==> config.mk <==
export PLATFORM = sky130hd
export DESIGN_NAME = apb_master
export DESIGN_NICKNAME = d
export VERILOG_FILES = /design/src/rtl/apb_pkg.sv /design/src/rtl/apb_mst_wdog.sv /design/src/rtl/apb_master.sv
export SDC_FILE = /design/constraint.sdc
export NUM_CORES = 1
export LEC_CHECK = 0
export ABC_AREA = 0
export ABC_CLOCK_PERIOD_IN_PS = 7100
export BUFFER_PORTS_ARGS = -buffer_cell sky130_fd_sc_hd__buf_2
export CORE_UTILIZATION = 49
export DETAILED_ROUTE_END_ITERATION = 8
export GPL_ROUTABILITY_DRIVEN = 0
export PLACE_DENSITY = 0.88
export SLEW_MARGIN = 20
export SYNTH_ARGS = -nofsm -noshare
export SYNTH_HDL_FRONTEND = slang
export SYNTH_SLANG_ARGS = --single-unit
==> constraint.sdc <==
create_clock -name PCLK -period 7.1 [get_ports PCLK]
set_input_delay 1.42 -clock PCLK [delete_from_list [all_inputs] [get_ports PCLK]]
set_output_delay 1.42 -clock PCLK [all_outputs]
set_load 0.01 [all_outputs]
==> src/rtl/apb_pkg.sv <==
// Shared APB definitions: FSM state encoding, bus phase constants and the
// default bus widths used by the initiator and the slave blocks.
package apb_pkg;

  localparam int APB_ADDR_W = 2;
  localparam int APB_DATA_W = 32;

  typedef enum logic [1:0] {
    ST_IDLE   = 2'd0,
    ST_SETUP  = 2'd1,
    ST_ACCESS = 2'd2,
    ST_RESP   = 2'd3
  } apb_state_e;

  // Bus phase as {PSEL, PENABLE}.
  localparam logic [1:0] PH_IDLE   = 2'b00;
  localparam logic [1:0] PH_SETUP  = 2'b10;
  localparam logic [1:0] PH_ACCESS = 2'b11;

  function automatic logic [1:0] phase_of(input apb_state_e s);
    case (s)
      ST_SETUP:  return PH_SETUP;
      ST_ACCESS: return PH_ACCESS;
      default:   return PH_IDLE;
    endcase
  endfunction

endpackage

==> src/rtl/apb_mst_wdog.sv <==
// Wait-state watchdog for apb_master: counts ACCESS cycles with PREADY low
// and flags expiry once the count reaches TIMEOUT_CYC.
module apb_mst_wdog #(
  parameter int TIMEOUT_CYC = 16
) (
  input  logic i_clk,
  input  logic i_rst,
  input  logic i_clear,
  input  logic i_wait,
  output logic o_expired
);

  localparam logic [7:0] LP_LIMIT = 8'(TIMEOUT_CYC);

  logic [7:0] r_cnt;

  // Saturates so a stalled slave can never wrap the count back below the limit.
  always_ff @(posedge i_clk or posedge i_rst) begin
    if (i_rst) begin
      r_cnt <= 8'd0;
    end else if (i_clear) begin
      r_cnt <= 8'd0;
    end else if (i_wait && (r_cnt != 8'hFF)) begin
      r_cnt <= r_cnt + 8'd1;
    end
  end

  assign o_expired = (r_cnt == LP_LIMIT);

endmodule

==> src/rtl/apb_master.sv <==
// Single-outstanding APB3 initiator: command stream in, SETUP/ACCESS on the
// bus, one response out. Watchdog abort is built only with APB_MST_TIMEOUT_EN.
module apb_master
  import apb_pkg::*;
#(
  parameter int ADDR_W      = APB_ADDR_W,
  parameter int DATA_W      = APB_DATA_W,
  parameter int TIMEOUT_CYC = 16
) (
  input  logic              PCLK,
  input  logic              PRESET,
  input  logic              cmd_valid,
  output logic              cmd_ready,
  input  logic              cmd_write,
  input  logic [ADDR_W-1:0] cmd_addr,
  input  logic [DATA_W-1:0] cmd_wdata,
  output logic              rsp_valid,
  input  logic              rsp_ready,
  output logic [DATA_W-1:0] rsp_rdata,
  output logic              rsp_err,
  output logic              rsp_timeout,
  output logic              PSEL,
  output logic              PENABLE,
  output logic              PWRITE,
  output logic [ADDR_W-1:0] PADDR,
  output logic [DATA_W-1:0] PWDATA,
  input  logic [DATA_W-1:0] PRDATA,
  input  logic              PREADY,
  input  logic              PSLVERR,
  output logic [1:0]        dbg_state
);

  if ((TIMEOUT_CYC < 1) || (TIMEOUT_CYC > 255)) begin : g_bad_timeout
    $error("apb_master: TIMEOUT_CYC must be in 1..255");
  end

  apb_state_e        r_state;
  apb_state_e        w_next;
  logic              r_out_en;
  logic              r_pwrite;
  logic [ADDR_W-1:0] r_paddr;
  logic [DATA_W-1:0] r_pwdata;
  logic [DATA_W-1:0] r_rdata;
  logic              r_err;
  logic              w_cmd_hs;
  logic              w_rsp_hs;
  logic              w_done;
  logic              w_abort;
  logic              w_expired;

  // Handshakes: a transfer happens on a cycle where valid & ready are both
  // high; valid never waits on ready, and payloads are held while valid is up.
  assign w_cmd_hs = cmd_valid && cmd_ready;
  assign w_rsp_hs = rsp_valid && rsp_ready;
  assign w_done   = (r_state == ST_ACCESS) && PREADY;
  assign w_abort  = (r_state == ST_ACCESS) && !PREADY && w_expired;

  always_comb begin
    w_next = r_state;
    case (r_state)
      ST_IDLE:   if (w_cmd_hs) w_next = ST_SETUP;
      ST_SETUP:  w_next = ST_ACCESS;
      ST_ACCESS: if (w_done || w_abort) w_next = ST_RESP;
      ST_RESP:   if (w_rsp_hs) w_next = ST_IDLE;
      default:   w_next = ST_IDLE;
    endcase
  end

  // r_out_en keeps cmd_ready low while reset is held and until the first edge after it.
  always_ff @(posedge PCLK or posedge PRESET) begin
    if (PRESET) begin
      r_state  <= ST_IDLE;
      r_out_en <= 1'b0;
    end else begin
      r_state  <= w_next;
      r_out_en <= 1'b1;
    end
  end

  always_ff @(posedge PCLK or posedge PRESET) begin
    if (PRESET) begin
      r_pwrite <= 1'b0;
      r_paddr  <= '0;
      r_pwdata <= '0;
    end else if (w_cmd_hs) begin
      r_pwrite <= cmd_write;
      r_paddr  <= cmd_addr;
      r_pwdata <= cmd_wdata;
    end
  end

  always_ff @(posedge PCLK or posedge PRESET) begin
    if (PRESET) begin
      r_rdata <= '0;
      r_err   <= 1'b0;
    end else if (w_done) begin
      r_rdata <= r_pwrite ? '0 : PRDATA;
      r_err   <= PSLVERR;
    end else if (w_abort) begin
      r_rdata <= '0;
      r_err   <= 1'b1;
    end
  end

`ifdef APB_MST_TIMEOUT_EN
  logic r_timeout;

  apb_mst_wdog #(
    .TIMEOUT_CYC (TIMEOUT_CYC)
  ) u_wdog (
    .i_clk     (PCLK),
    .i_rst     (PRESET),
    .i_clear   (r_state == ST_SETUP),
    .i_wait    ((r_state == ST_ACCESS) && !PREADY),
    .o_expired (w_expired)
  );

  always_ff @(posedge PCLK or posedge PRESET) begin
    if (PRESET) begin
      r_timeout <= 1'b0;
    end else if (w_done || w_abort) begin
      r_timeout <= w_abort;
    end
  end

  assign rsp_timeout = r_timeout;
`else
  assign w_expired   = 1'b0;
  assign rsp_timeout = 1'b0;
`endif

  assign cmd_ready         = r_out_en && (r_state == ST_IDLE);
  assign rsp_valid         = (r_state == ST_RESP);
  assign {PSEL, PENABLE}   = phase_of(r_state);
  assign PWRITE            = r_pwrite;
  assign PADDR             = r_paddr;
  assign PWDATA            = r_pwdata;
  assign rsp_rdata         = r_rdata;
  assign rsp_err           = r_err;
  assign dbg_state         = r_state;

endmodule

==> results.txt, run 1 <==
The clock transition at the registers of the reported paths came out at 0.07 ns. Before CTS, the worst setup slack after placement is 4.33 ns. The type of the worst min-delay path is flip-flop to flip-flop. The final setup violation count came out at 0. The number of antenna violations at the first check in global routing is 0. The synthesis-to-finish area growth is 36.0%. For the final routed database, the setup TNS stands at 0 ns.

For hold timing, the worst endpoint is rsp_rdata[25]. The count of synthesis-stage warnings from yosys came out at 0. In this run, flip-flops and latches consume 38.2% of the power. The number of buffers inserted for hold repair after clock tree synthesis is 0. The number of DRC markers in iteration 0 is 85.

The remaining global-route overflow came out at 0. The first global-routing pass estimated 9380 um of wire. The overall power consumption came out at 0.00184 W. The required time reported for the critical path endpoint came out at 5.68 ns. In this run switching power makes up 32.7% of total power.

The worst register-to-register path has a depth of 5. The number of non-filler instances in the completed layout is 458. The clock tree from TritonCTS is done.

The worst setup path is launched from a flip-flop. The final critical path takes up 39.7% of the cycle. After synthesis the cells add up to 2890 um2.

Setup repair after global routing left no endpoint under its margin. Synthesis produced a netlist with a net count of 315. The tool flagged a number of max-cap violations equal to 0. The worst path meets setup with 4.28 ns of slack. The final instance area is 3930 um2. In this run, the combinational gates consume 37.5% of the power.

The core region is 5610 um2. The number of levels the H-tree was split into came out at 3. The mean area per synthesized cell is 12.2 um2. The synthesized instance count is 237.

The start point of the worst hold path is rsp_rdata[25]. The die covers 6200 um2. The slowest stage of the critical path is the sky130_fd_sc_hd__dfrtp_1 cell. For this configuration, the core starts out at a cell density of 51.5%. The row count is 27. The die width came out at 78.8 um. The critical path's largest stage delay came out at 0.41 ns. After legalization and detailed placement, the total HPWL measured 4190 um.

The critical path goes through inv_1, ha_1, and2_1, buf_2. The number of setup buffers added after CTS is 0. The count of antenna-violating nets left after detailed routing is 0. The number of global-route vias before repair came to 2020. The count of input and output buffers is 146.

Timing would allow up to 0.355 GHz. The number of iterations in the first detailed-routing pass came out at 4. The flip-flop and latch count after synthesis is 71. The maximum root-to-sink buffer count is 2. The minimum setup slack among reg-to-reg paths came out at 5.04 ns. The number of buffers added by the clock tree synthesis step is 9. Headroom to the max-slew limit came out at 36.6%. The chip height came out at 78.8 um. The clock insertion delay at the later pin of the skew report came out at 0.32 ns.

The root buffer cell is sky130_fd_sc_hd__clkbuf_8. In this run the critical register-to-register path is captured at PWDATA[13]. After layout, the minimum clock period comes to 2.82 ns. Dividing the detail-routed via count by the number of cells gives 4.71. Tracing the worst setup path back leads to its startpoint at dbg_state[0]. The I/O pin total is 148. The total wire length after detailed routing came out at 6020 um. Of the cells placed in the final design, the portion with a size suffix greater than 1 is 52.3%. The post-cts resize count came out at 0. The run finished with clean final reports.

After detailed routing, the average wire length per cell comes to 13.2 um. The cell area after placement came out at 3640 um2. The worst setup path is of the flip-flop to output port kind. The share of the yosys chip area belonging to registers came out at 61.6%. The type of element capturing the critical path is an output port.

The number of antenna diodes in the final layout is 0. After the last flow step, the layout net total stands at 460. Across every metal layer, demand over resource in global routing totals 20.0%. The clock sink count is 71.

For the worst setup path, the data arrival time is 1.40 ns. The net switching power of the design came out at 0.000602 W. The leakage component of the power is 2.08 nW.

The via count is 2156. The power density over the cells is 469 nW/um2. For the final database, setup skew stands at 0.00460 ns.

Cell internal power was estimated by the tool at 0.00124 W. The post-synthesis cell type count is 19. Entering global routing, the biggest net connects 72 pins. Counting tap cells, the placed design contains a total of 443 instances. Fill cells in the final layout number 446. The fraction of power consumed by the clock network is 24.3%. The slew at the pin closest to its max-slew limit is 0.948 ns. The number of cells on the worst hold path came out at 2. The largest driver fanout on the critical path came out at 5. The worst register-to-register path begins at dbg_state[0].

The remaining routing DRC violations is 0. The final hold violation count came out at 0. The largest voltage drop on the vdd net came out at 0.281 mV. The count of pins over their slew limit is 0.
cell families (layout without fill, tap and decap cells):
| family | Yosys count | count (layout) | share of synthesized area, % |
|---|---|---|---|
| mux | 38 | 38 | 14.8 |
| other cells | 2 | 2 | 0.260 |
| buf+inv | 19 | 168 | 3.42 |
| compound gates | 33 | 33 | 5.89 |
| fa+ha+maj | 5 | 5 | 2.17 |
| flops | 71 | 71 | 61.6 |
| simple gates | 69 | 69 | 11.9 |
cells in the final DEF (no fill, tap or decap):
cell type                    Yosys  layout
sky130_fd_sc_hd__mux2_1          1       1
sky130_fd_sc_hd__ha_1            5       5
sky130_fd_sc_hd__clkinvlp_4      0       1
sky130_fd_sc_hd__bufinv_16       0       5
sky130_fd_sc_hd__nand2_1        34      33
sky130_fd_sc_hd__o21ai_0        32      32
sky130_fd_sc_hd__nand2_2         1       2
sky130_fd_sc_hd__a222oi_1        1       1
sky130_fd_sc_hd__nor2_1          1       1
sky130_fd_sc_hd__buf_4           1       2
sky130_fd_sc_hd__nand2b_1       32      32
sky130_fd_sc_hd__inv_2           0       1
sky130_fd_sc_hd__clkbuf_8        0       9
sky130_fd_sc_hd__conb_1          2       2
sky130_fd_sc_hd__mux2_2         36      36
sky130_fd_sc_hd__mux2i_1         1       1
sky130_fd_sc_hd__buf_2           1     146
sky130_fd_sc_hd__dfrtp_1        71      71
sky130_fd_sc_hd__inv_1           5       4
sky130_fd_sc_hd__and2_1          1       1
per-stage QoR:
step	util (%)	hold slack [ns]
floorplan	-	0.516
detailed placement	65.0	0.465
global route	70.0	0.504
finish	70.0	0.477
CTS	70.0	0.482
global placement	65.0	0.458
synth_stat cells:
master                     count  area share [%]
sky130_fd_sc_hd__a222oi_1      1            0.35
sky130_fd_sc_hd__and2_1        1            0.22
sky130_fd_sc_hd__buf_1         2            0.26
sky130_fd_sc_hd__buf_2         1            0.17
sky130_fd_sc_hd__buf_4         1            0.26
sky130_fd_sc_hd__buf_6         3             1.2
sky130_fd_sc_hd__clkbuf_1      7            0.91
sky130_fd_sc_hd__conb_1        2            0.26
sky130_fd_sc_hd__dfrtp_1      71              62
sky130_fd_sc_hd__ha_1          5             2.2
sky130_fd_sc_hd__inv_1         5            0.65
sky130_fd_sc_hd__mux2_1        1            0.39
sky130_fd_sc_hd__mux2_2       36              14
sky130_fd_sc_hd__mux2i_1       1            0.35
sky130_fd_sc_hd__nand2_1      34             4.4
sky130_fd_sc_hd__nand2_2       1            0.22
sky130_fd_sc_hd__nand2b_1     32             6.9
sky130_fd_sc_hd__nor2_1        1            0.13
sky130_fd_sc_hd__o21ai_0      32             5.5
worst max path at each step:
stage                endpoint  slack, ns
floorplan            PADDR[0]       3.88
global placement      rsp_err       4.34
detailed placement    rsp_err       4.33
CTS                 cmd_ready       4.27
global route        cmd_ready       4.18
finish              cmd_ready       4.28
sequential cells by signal (all words and copies together) (netlist names):
signal     count
rsp_rdata     32
PWRITE         1
dbg_state      2
rsp_err        1
r_out_en       1
PWDATA        32
PADDR          2
routing by layer:
metal,global-route usage (%),up-vias,part of all wire (%)
met5,0,-,0
met4,8.33,0,1.2
met3,4.94,8,6.8
met2,34.2,90,50
met1,24.0,997,42
li1,-,1061,-
final cells by class:
type                    instances  area, um2  area share (%)
multi-input cells             147       1010            25.8
inverters                       5       18.8           0.478
clock inverters                 6        158            4.02
clock buffers                   9        124            3.15
repair buffers                148        746            19.0
well taps                      72       90.1            2.29
flip-flops and latches         71       1780            45.3
power by group through the flow:
stage	clock network (W)	registers (W)	logic (W)
after floorplan	0	0.000806	0.000312
after global placement	0	0.000701	0.000675
after detailed placement	0	0.000711	0.000702
after CTS	0.000455	0.000705	0.000704
after global routing	0.000474	0.000727	0.000757
final	0.000447	0.000704	0.000692
critical path: cells and delay by family, from the launching register on:
kind,cells,cell delay (ns)
flip-flops,1,0.41
AND/OR/NAND/NOR,1,0.16
buffers and inverters,2,0.31
adder cells (fa/ha/maj),1,0.19
(Power assumes the default switching activity.)
==> run 2, diff against run 1 <==
--- a/config.mk
+++ b/config.mk
@@ -6,12 +6,12 @@
 export NUM_CORES = 1
 export LEC_CHECK = 0
 export ABC_AREA = 0
-export ABC_CLOCK_PERIOD_IN_PS = 7100
+export ABC_CLOCK_PERIOD_IN_PS = 2500
 export BUFFER_PORTS_ARGS = -buffer_cell sky130_fd_sc_hd__buf_2
-export CORE_UTILIZATION = 49
+export CORE_UTILIZATION = 41
 export DETAILED_ROUTE_END_ITERATION = 8
 export GPL_ROUTABILITY_DRIVEN = 0
-export PLACE_DENSITY = 0.88
+export PLACE_DENSITY = 0.79
 export SLEW_MARGIN = 20
 export SYNTH_ARGS = -nofsm -noshare
 export SYNTH_HDL_FRONTEND = slang
==> constraint.sdc (replaced) <==
create_clock -name PCLK -period 2.5 [get_ports PCLK]
set_input_delay 0.5 -clock PCLK [delete_from_list [all_inputs] [get_ports PCLK]]
set_output_delay 0.5 -clock PCLK [all_outputs]
set_load 0.01 [all_outputs]
==> run 2 against run 1 <==
Against the previous run: via count increased by 2.2%; register-to-register slack got worse by 4.4 ns; sequential power increased to 2.9 times the previous value; critical path depth unchanged; critical endpoint unchanged; highest routed layer unchanged.
==> results.txt, run 2 (synthesis gave the netlist of run 1 again) <==
The number of antenna violations at the first check in global routing came to 1 (was 0). The overall routing resource usage came to 17.3% (was 20.0%). Ordered cell list for the critical path: inv_1, ha_1, and2_1, buf_2 (unchanged). The count of input and output buffers is 146 (unchanged). The highest attainable clock frequency is 0.540 GHz. The number of global-route vias before repair came out at 2179 (was 2020). The minimum setup slack among reg-to-reg paths came out at 0.66 ns (was 5.04 ns). The critical path's largest stage delay was 0.40 ns (was 0.41 ns). Most frequent cells in the layout: sky130_fd_sc_hd__buf_2, sky130_fd_sc_hd__dfrtp_1, sky130_fd_sc_hd__mux2_2 (unchanged). The half-perimeter wire length after detailed placement is 4410 um (was 4190 um). The worst slew margin relative to its limit is 64.0% (was 36.6%).

The leakage component of the power came out at 2.07 nW (was 2.08 nW). The final hold violation count came out at 0 (unchanged). Unrepaired setup endpoints after global routing: no (unchanged). The layout net count is 464 (was 460).

The number of levels the H-tree was split into came out at 3 (unchanged). The remaining global-route overflow came to 0 (unchanged). The post-cts resize count is 0 (unchanged). The number of non-filler instances in the completed layout came out at 488 (was 458). The number of DRC markers in iteration 0 came out at 40 (was 85).

The remaining routing DRC violations came out at 0 (unchanged). The clock tree from TritonCTS is done (unchanged). The total wire length after detailed routing came out at 6070 um (was 6020 um). The most common library cell in the layout ignoring fill and taps is sky130_fd_sc_hd__buf_2 (unchanged). The die width is 85.9 um (was 78.8 um). The routed design could run at a clock period as short as 1.85 ns. The clock insertion delay at the later pin of the skew report is 0.34 ns (was 0.32 ns). The number of placed instances, taps included is 471 (was 443). The cell area after placement is 3720 um2 (was 3640 um2). The element type at the critical path start is a flip-flop (unchanged). The count of antenna-violating nets left after detailed routing was 0 (unchanged). The synthesis-to-finish area growth is 36.6% (was 36.0%). The type of element capturing the critical path is an output port (unchanged). Result of the run: finished clean (unchanged). The clock sink count is 71 (unchanged). The final instance area came out at 3940 um2 (was 3930 um2).

The post-route setup TNS is 0 ns (unchanged). The depth of the worst register-to-register path came out at 6 (was 5). The root buffer cell is sky130_fd_sc_hd__clkbuf_8 (unchanged).

The number of iterations in the first detailed-routing pass came out at 4 (unchanged). The core area came to 6790 um2 (was 5610 um2). The maximum root-to-sink buffer count is 2 (unchanged). The required time reported for the critical path endpoint came out at 2.00 ns (was 5.68 ns).

The endpoint of the worst-slack reg-to-reg timing path is PWDATA[1] (was PWDATA[13]). The number of buffers inserted for hold repair after clock tree synthesis came out at 0 (unchanged). The critical path arrival came to 1.35 ns (was 1.40 ns).

The worst setup slack after layout came to 0.649 ns (was 4.28 ns). The chip height is 85.9 um (was 78.8 um). The slew at the pin closest to its max-slew limit is 0.539 ns (was 0.948 ns). The detail-routed via count per cell is 4.52 (was 4.71). The placement-stage worst setup slack is 0.651 ns (was 4.33 ns).

The mean routed wirelength per cell came out at 12.4 um (was 13.2 um). The row count came out at 30 (was 27). The critical-path cell with the highest stage delay is sky130_fd_sc_hd__dfrtp_1 (unchanged). The fraction of final layout cells with drive strength greater than 1 is 52.7% (was 52.3%). The pin count of the biggest net entering global routing is 47 (was 72). The final setup violation count was 0 (unchanged). The I/O pin total is 148 (unchanged). The count of maximum capacitance violations came to 0 (unchanged).

The reg-to-reg critical path startpoint is dbg_state[1] (was dbg_state[0]). The wire length of the first global-routing pass is 9720 um (was 9380 um). The area of the die is 7380 um2 (was 6200 um2).

The clock transition at the registers of the reported paths is 0.07 ns (about the same). The power density over the cells is 1270 nW/um2 (was 469 nW/um2). The critical path class is flip-flop to output port (unchanged). The type of the worst min-delay path is input pin to asynchronous set/reset pin (was flip-flop to flip-flop).

The count of pins over their slew limit came to 0 (unchanged). The via count is 2204 (was 2156). The final worst clock skew came out at 0.0113 ns (was 0.00460 ns). The number of fillers in the final layout is 598 (was 446). The largest voltage drop on the vdd net is 0.716 mV (was 0.281 mV). The number of setup buffers added after CTS came to 0 (unchanged). The final critical-path share of the clock period came out at 74.0%. The number of buffers added by the clock tree synthesis step came out at 9 (unchanged).

The largest driver fanout on the critical path came out at 5 (unchanged). The starting density of the core came out at 42.5% (was 51.5%).
## run 2: worst max path at each step
stage / from / end / slack (ns) / depth (start not counted)
2_1_floorplan: PRESET / PADDR[0] / 0.20 / 1
3_3_place_gp: dbg_state[1] / PWDATA[23] / 0.74 / 6
3_5_place_dp: dbg_state[0] / PWDATA[1] / 0.65 / 6
4_1_cts: dbg_state[0] / cmd_ready / 0.62 / 4
5_1_grt: dbg_state[0] / cmd_ready / 0.55 / 4
6_report: dbg_state[0] / cmd_ready / 0.65 / 4
## run 2: per-layer routing
metal	routed length (um)	GRT usage (%)
met1	2530	19.8
met4	136	8.64
met2	3030	29.4
met3	382	5.29
met5	0	0
## run 2: report_power, final
part	switching [W]	leakage (nW)	internal, W
Sequential	0.000295	0.879	0.00172
Clock	0.000418	0.110	0.000590
Combinational	0.00100	1.09	0.000969
Total	0.00172	2.07	0.00327
## run 2: final cells by class
| type | count | area (um2) | share of cell area [%] |
|---|---|---|---|
| Clock buffer | 11 | 141 | 3.59 |
| Tap cell | 96 | 120 | 3.05 |
| Clock inverter | 5 | 81.3 | 2.06 |
| Sequential cell | 71 | 1780 | 45.1 |
| Inverter | 5 | 18.8 | 0.476 |
| Timing Repair Buffer | 152 | 788 | 20.0 |
| Multi-Input combinational cell | 147 | 1010 | 25.7 |
| Antenna cell | 1 | 2.50 | 0.0635 |
## run 2: critical path, delay by kind of cell, from the launching register on
family                     cells  cell delay [ns]
adders and majority gates      1             0.19
buffers and inverters          2             0.29
DFF                            1             0.40
and+or+nand+nor                1             0.15
## run 2: stage by stage
step,utilization [%],power [W],hold slack (ns)
floorplan,-,0.00317,0.516
detailed placement,54.7,0.00404,0.466
CTS,58.0,0.00506,0.219
finish,58.0,0.00499,0.202
global placement,54.7,0.00395,0.460
global route,58.0,0.00536,0.230
